--- src/rtl/rip_lsu_if.sv ---
`default_nettype none
// ============================================================================
// Module   : rip_lsu_if
// Brief    : Pipeline request/response and data-memory port bundle for rip_lsu.
// Revision : 1.0 - initial release
// ============================================================================
interface rip_lsu_if #(
  parameter int DATA_WIDTH = 32,
  parameter int ADDR_WIDTH = 32
);
  logic                  req_valid;
  logic                  req_ready;
  logic                  req_store;
  logic [2:0]            req_funct3;
  logic [ADDR_WIDTH-1:0] req_addr;
  logic [DATA_WIDTH-1:0] req_wdata;
  logic                  resp_valid;
  logic [DATA_WIDTH-1:0] resp_rdata;
  logic                  resp_err;
  logic                  mem_we;
  logic                  mem_re;
  logic [ADDR_WIDTH-1:0] mem_addr;
  logic [DATA_WIDTH-1:0] mem_din;
  logic [DATA_WIDTH-1:0] mem_dout;
  logic                  mem_busy;

  // Environment side: pipeline MEM stage plus data memory.
  modport master (
    output req_valid, req_store, req_funct3, req_addr, req_wdata,
    output mem_dout, mem_busy,
    input  req_ready, resp_valid, resp_rdata, resp_err,
    input  mem_we, mem_re, mem_addr, mem_din
  );

  modport slave (
    input  req_valid, req_store, req_funct3, req_addr, req_wdata,
    input  mem_dout, mem_busy,
    output req_ready, resp_valid, resp_rdata, resp_err,
    output mem_we, mem_re, mem_addr, mem_din
  );
endinterface
`default_nettype wire

--- src/rtl/rip_lsu.sv ---
`default_nettype none
// ============================================================================
// Module   : rip_lsu
// Brief    : Load/store unit; word-aligned memory access, read-modify-write
//            sub-word stores, extended sub-word loads. Macro
//            RIP_LSU_MISALIGN_TRAP_EN turns misaligned half/word into errors.
// Revision : 1.0 - initial release
// ============================================================================
module rip_lsu #(
  parameter int DATA_WIDTH = 32,
  parameter int ADDR_WIDTH = 32
) (
  input  logic     clk,
  input  logic     rstn,
  rip_lsu_if.slave bus
);

  typedef enum logic [2:0] {
    S_IDLE = 3'd0,
    S_RD   = 3'd1,
    S_RDW  = 3'd2,
    S_WR   = 3'd3,
    S_RESP = 3'd4
  } state_t;

  localparam logic [1:0] c_SZ_BYTE = 2'b00;
  localparam logic [1:0] c_SZ_HALF = 2'b01;
  localparam logic [1:0] c_SZ_WORD = 2'b10;

  state_t                r_state;
  state_t                w_state_nxt;
  logic [ADDR_WIDTH-1:0] r_addr;
  logic [2:0]            r_funct3;
  logic                  r_store;
  logic                  r_err;
  logic [DATA_WIDTH-1:0] r_word;
  logic [DATA_WIDTH-1:0] r_rdata;

  logic                  w_accept;
  logic                  w_f3_ok;
  logic                  w_misalign;
  logic                  w_req_err;
  logic                  w_sx;
  logic                  w_rd_act;
  logic                  w_wr_act;
  logic [7:0]            w_byte;
  logic [15:0]           w_half;
  logic [DATA_WIDTH-1:0] w_load;
  logic [DATA_WIDTH-1:0] w_merged;
  logic [ADDR_WIDTH-1:0] w_addr_al;

  assign w_accept = bus.req_valid && (r_state == S_IDLE);

  always_comb begin
    w_f3_ok = 1'b0;
    case (bus.req_funct3)
      3'b000, 3'b001, 3'b010: w_f3_ok = 1'b1;
      3'b100, 3'b101:         w_f3_ok = !bus.req_store;
      default:                w_f3_ok = 1'b0;
    endcase
  end

`ifdef RIP_LSU_MISALIGN_TRAP_EN
  assign w_misalign = ((bus.req_funct3[1:0] == c_SZ_HALF) && bus.req_addr[0]) ||
                      ((bus.req_funct3[1:0] == c_SZ_WORD) && (bus.req_addr[1:0] != 2'b00));
`else
  assign w_misalign = 1'b0;
`endif

  assign w_req_err = !w_f3_ok || w_misalign;

  always_ff @(posedge clk or negedge rstn) begin
    if (!rstn) begin
      r_state <= S_IDLE;
    end else begin
      r_state <= w_state_nxt;
    end
  end

  always_comb begin
    w_state_nxt = r_state;
    case (r_state)
      S_IDLE: begin
        if (w_accept) begin
          if (w_req_err) begin
            w_state_nxt = S_RESP;
          end else if (bus.req_store && (bus.req_funct3[1:0] == c_SZ_WORD)) begin
            w_state_nxt = S_WR;
          end else begin
            w_state_nxt = S_RD;
          end
        end
      end
      S_RD:    if (!bus.mem_busy) w_state_nxt = S_RDW;
      S_RDW:   if (!bus.mem_busy) w_state_nxt = r_store ? S_WR : S_RESP;
      S_WR:    if (!bus.mem_busy) w_state_nxt = S_RESP;
      S_RESP:  w_state_nxt = S_IDLE;
      default: w_state_nxt = S_IDLE;
    endcase
  end

  // Lane selection for loads; unsigned codes have funct3[2] set.
  always_comb begin
    w_byte = bus.mem_dout[7:0];
    case (r_addr[1:0])
      2'b00: w_byte = bus.mem_dout[7:0];
      2'b01: w_byte = bus.mem_dout[15:8];
      2'b10: w_byte = bus.mem_dout[23:16];
      2'b11: w_byte = bus.mem_dout[31:24];
    endcase
  end

  assign w_half = r_addr[1] ? bus.mem_dout[31:16] : bus.mem_dout[15:0];
  assign w_sx   = !r_funct3[2];

  always_comb begin
    w_load = bus.mem_dout;
    case (r_funct3[1:0])
      c_SZ_BYTE: w_load = {{(DATA_WIDTH-8){w_sx & w_byte[7]}}, w_byte};
      c_SZ_HALF: w_load = {{(DATA_WIDTH-16){w_sx & w_half[15]}}, w_half};
      default:   w_load = bus.mem_dout;
    endcase
  end

  // Read-modify-write merge: only the addressed lane takes store data.
  always_comb begin
    w_merged = bus.mem_dout;
    case (r_funct3[1:0])
      c_SZ_BYTE: begin
        case (r_addr[1:0])
          2'b00: w_merged[7:0]   = r_word[7:0];
          2'b01: w_merged[15:8]  = r_word[7:0];
          2'b10: w_merged[23:16] = r_word[7:0];
          2'b11: w_merged[31:24] = r_word[7:0];
        endcase
      end
      c_SZ_HALF: begin
        if (r_addr[1]) begin
          w_merged[31:16] = r_word[15:0];
        end else begin
          w_merged[15:0] = r_word[15:0];
        end
      end
      default: w_merged = r_word;
    endcase
  end

  always_ff @(posedge clk or negedge rstn) begin
    if (!rstn) begin
      r_addr   <= '0;
      r_funct3 <= '0;
      r_store  <= 1'b0;
      r_err    <= 1'b0;
      r_word   <= '0;
      r_rdata  <= '0;
    end else begin
      if (w_accept) begin
        r_addr   <= bus.req_addr;
        r_funct3 <= bus.req_funct3;
        r_store  <= bus.req_store;
        r_err    <= w_req_err;
        r_word   <= bus.req_wdata;
        r_rdata  <= '0;
      end else if ((r_state == S_RDW) && !bus.mem_busy) begin
        if (r_store) begin
          r_word <= w_merged;
        end else begin
          r_rdata <= w_load;
        end
      end
    end
  end

  // Outputs decode straight from state so reset removes requests immediately.
  assign w_rd_act  = (r_state == S_RD);
  assign w_wr_act  = (r_state == S_WR);
  assign w_addr_al = {r_addr[ADDR_WIDTH-1:2], 2'b00};

  assign bus.req_ready  = (r_state == S_IDLE);
  assign bus.mem_re     = w_rd_act;
  assign bus.mem_we     = w_wr_act;
  assign bus.mem_addr   = (w_rd_act || w_wr_act) ? w_addr_al : '0;
  assign bus.mem_din    = w_wr_act ? r_word : '0;
  assign bus.resp_valid = (r_state == S_RESP);
  assign bus.resp_err   = (r_state == S_RESP) && r_err;
  assign bus.resp_rdata = ((r_state == S_RESP) && !r_err) ? r_rdata : '0;

endmodule
`default_nettype wire

--- src/flat_wrapper.sv ---
// flat-port wrapper written by rule: the top's interface ports become plain ports
module rip_lsu_flat 
#(
  parameter int DATA_WIDTH = 32,
  parameter int ADDR_WIDTH = 32
)
  (clk, rstn, bus_req_valid, bus_req_store, bus_req_funct3, bus_req_addr, bus_req_wdata, bus_mem_dout, bus_mem_busy, bus_req_ready, bus_resp_valid, bus_resp_rdata, bus_resp_err, bus_mem_we, bus_mem_re, bus_mem_addr, bus_mem_din);
  rip_lsu_if #(.DATA_WIDTH(DATA_WIDTH), .ADDR_WIDTH(ADDR_WIDTH)) bus_i ();
  input  logic clk;
  input  logic rstn;
  input wire logic [$bits(bus_i.req_valid)-1:0] bus_req_valid;
  input wire logic [$bits(bus_i.req_store)-1:0] bus_req_store;
  input wire logic [$bits(bus_i.req_funct3)-1:0] bus_req_funct3;
  input wire logic [$bits(bus_i.req_addr)-1:0] bus_req_addr;
  input wire logic [$bits(bus_i.req_wdata)-1:0] bus_req_wdata;
  input wire logic [$bits(bus_i.mem_dout)-1:0] bus_mem_dout;
  input wire logic [$bits(bus_i.mem_busy)-1:0] bus_mem_busy;
  output wire logic [$bits(bus_i.req_ready)-1:0] bus_req_ready;
  output wire logic [$bits(bus_i.resp_valid)-1:0] bus_resp_valid;
  output wire logic [$bits(bus_i.resp_rdata)-1:0] bus_resp_rdata;
  output wire logic [$bits(bus_i.resp_err)-1:0] bus_resp_err;
  output wire logic [$bits(bus_i.mem_we)-1:0] bus_mem_we;
  output wire logic [$bits(bus_i.mem_re)-1:0] bus_mem_re;
  output wire logic [$bits(bus_i.mem_addr)-1:0] bus_mem_addr;
  output wire logic [$bits(bus_i.mem_din)-1:0] bus_mem_din;
  assign bus_i.req_valid = bus_req_valid;
  assign bus_i.req_store = bus_req_store;
  assign bus_i.req_funct3 = bus_req_funct3;
  assign bus_i.req_addr = bus_req_addr;
  assign bus_i.req_wdata = bus_req_wdata;
  assign bus_i.mem_dout = bus_mem_dout;
  assign bus_i.mem_busy = bus_mem_busy;
  assign bus_req_ready = bus_i.req_ready;
  assign bus_resp_valid = bus_i.resp_valid;
  assign bus_resp_rdata = bus_i.resp_rdata;
  assign bus_resp_err = bus_i.resp_err;
  assign bus_mem_we = bus_i.mem_we;
  assign bus_mem_re = bus_i.mem_re;
  assign bus_mem_addr = bus_i.mem_addr;
  assign bus_mem_din = bus_i.mem_din;
  rip_lsu #(.DATA_WIDTH(DATA_WIDTH), .ADDR_WIDTH(ADDR_WIDTH)) u_core (.clk(clk), .rstn(rstn), .bus(bus_i));
endmodule
--- config.mk ---
export PLATFORM = sky130hd
export DESIGN_NAME = rip_lsu_flat
export DESIGN_NICKNAME = d
export VERILOG_FILES = /design/src/rtl/rip_lsu_if.sv /design/src/rtl/rip_lsu.sv /design/src/flat_wrapper.sv
export SDC_FILE = /design/constraint.sdc
export NUM_CORES = 1
export LEC_CHECK = 0
export BUFFER_PORTS_ARGS = -buffer_cell sky130_fd_sc_hd__buf_2
export CAP_MARGIN = 20
export CORE_MARGIN = 3
export CORE_UTILIZATION = 50
export CTS_CLUSTER_SIZE = 12
export DETAILED_ROUTE_END_ITERATION = 8
export PLACE_DENSITY = 0.77
export SLEW_MARGIN = 10
export SYNTH_ARGS = -nofsm -noshare
export SYNTH_HDL_FRONTEND = slang
export SYNTH_SLANG_ARGS = --single-unit
--- constraint.sdc ---
create_clock -name clk -period 2.2 [get_ports clk]
set_clock_uncertainty 0.1 [all_clocks]
set_input_delay 0.33 -clock clk [delete_from_list [all_inputs] [get_ports clk]]
set_output_delay 0.33 -clock clk [all_outputs]
set_load 0.01 [all_outputs]
==> results of run 1 <==
-- cell families (layout without fill, tap and decap cells) --
logic type,after synthesis,count (layout),share of synthesized area (%)
multiplexers,41,41,8.24
other,1,2,0.0637
AND/OR/NAND/NOR,277,277,25.1
AO/OA/AOI/OAI,134,134,16.8
flip-flops,104,104,44.2
buffers and inverters,67,269,5.57
-- critical path, stage by stage (launching register included) --
cell and delay [ns]:
dfrtp_2 0.44, nor2_4 0.12, and2_4 0.14, nor2b_4 0.16
buf_12 0.14, buf_6 0.14, and2_1 0.14, buf_2 0.13
-- what timing repair did --
action,in CTS,in global routing
hold buffers,1,0
endpoints found under the hold margin,30,0
setup buffers,2,7
endpoints found under the setup margin,53,50
pin swaps,0,1
cloned,0,4
resized for setup,4,24
-- through the flow --
step	total power [mW]	util, %
after floorplan	6.58	-
after global routing	10.7	66.5
final	9.96	66.5
after global placement	7.84	61.5
after detailed placement	8.02	61.5
after CTS	9.60	64.2
-- layer usage --
metal	part of all wire (%)	vias to the layer above	track usage [%]
met5	0	-	0
met4	2.0	0	9.82
met3	8.0	32	4.81
met2	48	263	43.7
met1	42	2696	40.6
li1	-	2588	-
-- power groups by stage --
stage	combinational, mW	clock [mW]	sequential (mW)
final	4.90	1.54	3.52
after global routing	5.40	1.64	3.62
after CTS	4.56	1.55	3.49
after detailed placement	4.50	0	3.52
after global placement	4.38	0	3.46
after floorplan	3.43	0	3.15
-- final timing paths --
| path | startpoint | end | depth (start not counted) |
|---|---|---|---|
| worst max-delay path | u_core.r_state[1]$_DFFE_PN0P_ | bus_resp_rdata[19] | 7 |
| worst min-delay path | bus_req_addr[6] | u_core.r_addr[6]$_DFFE_PN0P_ | 3 |
| worst max register to register | u_core.r_state[0]$_DFFE_PN0P_ | u_core.r_word[28]$_DFFE_PN0P_ | 7 |
| worst min register to register | u_core.r_addr[23]$_DFFE_PN0P_ | u_core.r_addr[23]$_DFFE_PN0P_ | 2 |
| max in group asynchronous | rstn | u_core.r_state[0]$_DFFE_PN0P_ | 3 |
| min in group asynchronous | rstn | u_core.r_rdata[27]$_DFFE_PN0P_ | 2 |
-- state kept, by name (all words and copies together), names as in the netlist --
signal and flops:
u_core.r_addr 32, u_core.r_rdata 32, u_core.r_word 32, u_core.r_funct3 3, u_core.r_state 3, u_core.r_err 1
u_core.r_store 1
-- synth_stat cells (2+ instances only) --
| cell | number | area share [%] |
|---|---|---|
| mux2_1 | 2 | 0.38 |
| buf_4 | 4 | 0.51 |
| nand2_1 | 115 | 7.3 |
| a21oi_1 | 8 | 0.68 |
| nor2_1 | 6 | 0.38 |
| buf_6 | 5 | 0.96 |
| mux2_2 | 6 | 1.1 |
| a221oi_1 | 9 | 1.3 |
| inv_1 | 12 | 0.76 |
| and2_1 | 65 | 6.9 |
| buf_2 | 18 | 1.5 |
| dfrtp_1 | 104 | 44 |
| mux2_4 | 8 | 2.0 |
| a22o_1 | 3 | 0.45 |
| nor3_1 | 13 | 1.1 |
| mux2i_1 | 23 | 3.9 |
| and3_1 | 37 | 3.9 |
| nand2b_1 | 13 | 1.4 |
| a21o_1 | 2 | 0.25 |
| inv_2 | 2 | 0.13 |
| o21ai_1 | 27 | 2.3 |
| a31oi_1 | 6 | 0.64 |
| nor2_2 | 2 | 0.21 |
| clkbuf_1 | 25 | 1.6 |
| or3_1 | 3 | 0.32 |
| o2bb2ai_1 | 9 | 1.3 |
| a22oi_1 | 25 | 3.2 |
| a221o_1 | 24 | 4.1 |
| nor4b_4 | 2 | 0.81 |
| nor2b_1 | 14 | 1.5 |
| a311o_1 | 2 | 0.34 |
| o21ai_0 | 10 | 0.85 |
-- layout make-up --
cell class | count | area [µm²]
well taps | 143 | 179
repair buffers | 239 | 1480
inverters | 14 | 52.6
clock inverters | 7 | 55.1
flip-flops and latches | 104 | 2610
clock buffers | 9 | 225
multi-input cells | 454 | 3020
fillers | 934 | 3840
==> results by group, run 1 <==
Pwr
  – Logic pwr share: 49.2%
  – Pwr per Cell Area: 1310 nW/µm²
  – Switching Fraction: 42.0%
  – Switching pwr: 4.19 mW
  – Flop pwr share: 35.3%
  – Clock power frac: 15.5%
  – Max VDD drop: 0.000615 V
  – Lkg Pwr: 4.13 nW
  – Internal Power: 5.78 mW

Drt
  – Routed vias/inst: 5.75
  – Drt first pass iters: 5
  – DR WL/cell: 19.6 µm
  – Detailed-route via count: 5579
  – Total Wirelength: 19.0 mm
  – Iter 0 DRT Violations: 512
  – Antenna-violating nets left: 0
  – DRC viols: 0

STA
  – Fin Hold WS: 0.0647 ns
  – Fin. Hold Viols: 0
  – Setup TNS: 0 ns
  – Setup ws final: 0.00562 ns
  – Final Setup Violations: 0
  – Number of max-slew violations in the final report: 0
  – Worst slew margin: 57.7%
  – Final Cycle Share: 99.7%
  – Worst slew pin tran: 0.633 ns
  – Max Clk Rate: 456 MHz
  – RSZ-0062 raised after global routing: true
  – Minimum clock period: 2.19 ns

Worst setup path
  – Worst Path Arrival: 1.76 ns
  – Crit Path Category: reg2out
  – Flop-to-flop setup slack: 0.06 ns
  – CP required: 1.77 ns
  – Startpoint types: flip-flop
  – Worst-path maximum fanout: 8
  – Worst Setup End Kind: output port

Place
  – Worst slack, placed: -0.0445 ns
  – Hpwl dp: 13.6 mm
  – Placed Cells: 940
  – Placer Congestion: 0.932
  – Placed inst area: 7050 µm²
  – Port bufs: 202

CTS
  – Root Driver: clkbuf_16
  – Worst-case clock buffer depth: 2
  – CTS clk-pin slew, worst paths: 0.08 ns
  – H-tree levels: 3
  – Clock sinks: 104
  – Inserted Clock Buffers: 9
  – Worst-Skew Late Latency: 0.35 ns
  – CTS tree: yes

Layout
  – Design area: 7620 µm²
  – Area grow syn2layout: 29.5%
  – Commonest non-fill, non-tap cell in the layout: buf_2
  – Layout Nets: 926
  – Antenna diode count: 0
  – Commonest cells after routing, fill and taps aside: buf_2, nand2_1, dfrtp_1, and2_1, and3_1
  – Layout cells sized above 1: 36.5%
  – Final Non-Filler Cells: 970

Synthesis
  – #FFs+latches synth: 104
  – Cells after Synth: 624
  – Post-synthesis sequential area ratio: 44.2%
  – Post-synth EDFFs: 0
  – Avg Inst Size Synth: 9.44 µm²
  – Post-synth ARST share: 100%
  – Library cells used by synthesis: 52
  – Prevailing post-synth register cell: dfrtp_1
  – Mapped cell area: 5890 µm²
  – Yosys warnings: 0

Floorplanning
  – Die height: 115 µm
  – DIE WIDTH: 115 µm
  – Die area: 13100 µm²
  – I/O pin cnt: 205
  – Initial Util: 51.3%
  – Cell Rows: 39
  – Core Region: 11500 µm²

Run
  – MaxCap Viol Count: 0

Outcome
  – Status: finished, final reports clean

GRT
  – Initial antenna violation count: 0
  – Largest net degree at the start of global routing: 66
  – Congestion Overflow GR: 0
  – First-pass GRT wire length: 29.1 mm
  – Vias in the first global route: 5336
  – Total Routing Usage GR: 28.3%

Min path
  – Hold WC Path Type: in2reg
Note: power is estimated with default switching activity, not from simulation.
==> run 2: changes to the inputs <==
--- a/config.mk
+++ b/config.mk
@@ -5,11 +5,11 @@
 export SDC_FILE = /design/constraint.sdc
 export NUM_CORES = 1
 export LEC_CHECK = 0
-export BUFFER_PORTS_ARGS = -buffer_cell sky130_fd_sc_hd__buf_2
+export BUFFER_PORTS_ARGS = -buffer_cell sky130_fd_sc_hd__buf_4
 export CAP_MARGIN = 20
 export CORE_MARGIN = 3
 export CORE_UTILIZATION = 50
-export CTS_CLUSTER_SIZE = 12
+export CTS_CLUSTER_SIZE = 24
 export DETAILED_ROUTE_END_ITERATION = 8
 export PLACE_DENSITY = 0.77
 export SLEW_MARGIN = 10
==> run 2 against run 1 <==
Power increased by 0.36%. Register-to-register slack about the same. Maximum frequency rose by 0.86%. Flip-flop and latch count unchanged. Sequential power is essentially flat. Via count grew 0.66%. Critical endpoint is now bus_resp_rdata[7]. Highest routed layer unchanged.
==> results by group, run 2 (synthesis results as in run 1) <==
STA
  – RSZ-0062 raised after global routing: true
  – Setup ws final: 0.0243 ns
  – Worst slew pin tran: 0.727 ns
  – Minimum clock period: 2.18 ns
  – Fin. Hold Viols: 0
  – Setup TNS: 0 ns
  – Final Setup Violations: 0
  – Max Clk Rate: 460 MHz
  – Worst slew margin: 51.2%
  – Final Cycle Share: 98.9%
  – Number of max-slew violations in the final report: 0
  – Fin Hold WS: 0.0713 ns

Worst setup path
  – Crit path max-delay cell type: dfrtp_2
  – R2r worst-path depth: 6
  – Worst Path Arrival: 1.75 ns
  – CP required: 1.77 ns
  – Worst Setup End Kind: output port
  – Flop-to-flop setup slack: 0.07 ns
  – Worst R2R Start: u_core.r_state[2]$_DFFE_PN0P_
  – Slowest cell delay on critical path: 0.44 ns
  – FF-to-FF End: u_core.r_rdata[25]$_DFFE_PN0P_
  – Worst-path maximum fanout: 16
  – Startpoint types: flip-flop
  – Worst-path cell chain: nor2_4, and2_4, nor2b_4, clkbuf_16, and2_1, buf_6
  – Crit Path Category: reg2out

Drt
  – Iter 0 DRT Violations: 496
  – DR WL/cell: 19.8 µm
  – Detailed-route via count: 5616
  – Drt first pass iters: 5
  – Routed vias/inst: 5.84
  – DRC viols: 0
  – Antenna-violating nets left: 0
  – Total Wirelength: 19.0 mm

Pwr
  – Switching Fraction: 41.0%
  – Lkg Pwr: 4.15 nW
  – Clock power frac: 14.6%
  – Flop pwr share: 35.0%
  – Switching pwr: 4.10 mW
  – Logic pwr share: 50.3%
  – Pwr per Cell Area: 1250 nW/µm²
  – Internal Power: 5.90 mW
  – Max VDD drop: 0.000560 V

CTS
  – Root Driver: clkbuf_16
  – CTS clk-pin slew, worst paths: 0.07 ns
  – H-tree levels: 3
  – Worst-case clock buffer depth: 2
  – Clock sinks: 104
  – Inserted Clock Buffers: 9
  – CTS tree: yes
  – Worst-Skew Late Latency: 0.35 ns

GRT
  – Congestion Overflow GR: 0
  – Vias in the first global route: 5376
  – Total Routing Usage GR: 28.6%
  – Largest net degree at the start of global routing: 64
  – Initial antenna violation count: 0
  – First-pass GRT wire length: 29.2 mm

Layout
  – Final Non-Filler Cells: 962
  – Area grow syn2layout: 35.6%
  – Commonest non-fill, non-tap cell in the layout: buf_4
  – Area taken by multi-input logic gates: 3000 µm²
  – Design area: 7980 µm²
  – Layout cells sized above 1: 34.9%
  – Antenna diode count: 0
  – Fillers: 891
  – Register Area: 2610 µm²
  – Top flop regs: u_core.r_addr: 32 flops, u_core.r_rdata: 32 flops, u_core.r_word: 32 flops
  – Commonest cells after routing, fill and taps aside: buf_4, nand2_1, dfrtp_1, and2_1, and3_1
  – Layout Nets: 920

Floorplanning
  – Die height: 115 µm
  – Cell Rows: 39
  – Core Region: 11500 µm²
  – Initial Util: 51.3%
  – I/O pin cnt: 205
  – Die area: 13100 µm²
  – DIE WIDTH: 115 µm

Place
  – Worst slack, placed: -0.0320 ns
  – Hpwl dp: 14.1 mm
  – Placer Congestion: 0.924
  – Placed inst area: 7540 µm²
  – Port bufs: 202
  – Placed Cells: 937

Min path
  – Worst Hold End: u_core.r_addr[2]$_DFFE_PN0P_
  – Hold WC Path Type: in2reg
  – Hold Crit Depth: 3
  – Critical hold path startpoint: bus_req_addr[2]

Outcome
  – Status: finished, final reports clean

Run
  – MaxCap Viol Count: 0
==> run 2: cell types whose count changed in the layout (fill, tap and decap cells not counted), moves of 4 or more <==
cell    change
buf_2     -194
buf_4     +193
and2_4      -4
buf_6       -4
and2_1      +5
==> run 2: worst max path at each step <==
stage	from	to	slack, ns	depth (start not counted)
2_1_floorplan	u_core.r_state[0]$_DFFE_PN0P_	bus_resp_rdata[10]	0.30	6
3_3_place_gp	u_core.r_state[2]$_DFFE_PN0P_	u_core.r_rdata[22]$_DFFE_PN0P_	0.07	4
3_5_place_dp	u_core.r_state[2]$_DFFE_PN0P_	u_core.r_rdata[20]$_DFFE_PN0P_	-0.03	4
4_1_cts	u_core.r_state[0]$_DFFE_PN0P_	bus_resp_rdata[0]	0.03	6
5_1_grt	u_core.r_state[0]$_DFFE_PN0P_	bus_resp_rdata[18]	-0.05	6
6_report	u_core.r_state[0]$_DFFE_PN0P_	bus_resp_rdata[7]	0.02	6
==> run 2: layout make-up <==
cell class | count | share of cell area, %
Sequential cell | 104 | 32.7
Timing Repair Buffer | 233 | 23.5
Clock buffer | 11 | 3.04
Multi-Input combinational cell | 454 | 37.6
Tap cell | 143 | 2.24
Inverter | 14 | 0.658
Clock inverter | 3 | 0.251
==> run 2: power groups by stage <==
| stage | Clock, mW | Sequential (mW) | Combinational, mW |
|---|---|---|---|
| CTS | 1.49 | 3.47 | 4.84 |
| detailed placement | 0 | 3.52 | 4.74 |
| global placement | 0 | 3.47 | 4.60 |
| finish | 1.46 | 3.50 | 5.03 |
| global route | 1.57 | 3.59 | 5.49 |
| floorplan | 0 | 3.15 | 3.43 |
==> run 2: per-stage QoR <==
step	power, mW	utilization [%]
floorplan	6.58	-
CTS	9.80	68.5
global route	10.6	69.6
detailed placement	8.25	65.8
global placement	8.08	65.8
finish	10.0	69.6
==> run 2: what timing repair did <==
| action | CTS | global route |
|---|---|---|
| buffers inserted | 4 | 4 |
| gates cloned | 0 | 1 |
| endpoints found under the hold margin | 32 | 0 |
| setup endpoints to repair | 92 | 59 |
| resized for setup | 4 | 13 |
| pin swaps | 0 | 0 |
| hold buffers | 1 | 0 |
==> run 2: worst max-delay path, delay by kind of cell, from the launching register on <==
kind / cells / cell delay [ns]
buffers and inverters: 2 / 0.30
and+or+nand+nor: 4 / 0.64
DFF: 1 / 0.44
==> run 2: metal layers <==
layer,GRT usage [%],vias up,part of all wire [%]
met5,0,-,0
met4,8.08,0,2.0
met3,7.08,30,8.4
met2,45.1,261,47
met1,39.3,2741,42
li1,-,2584,-
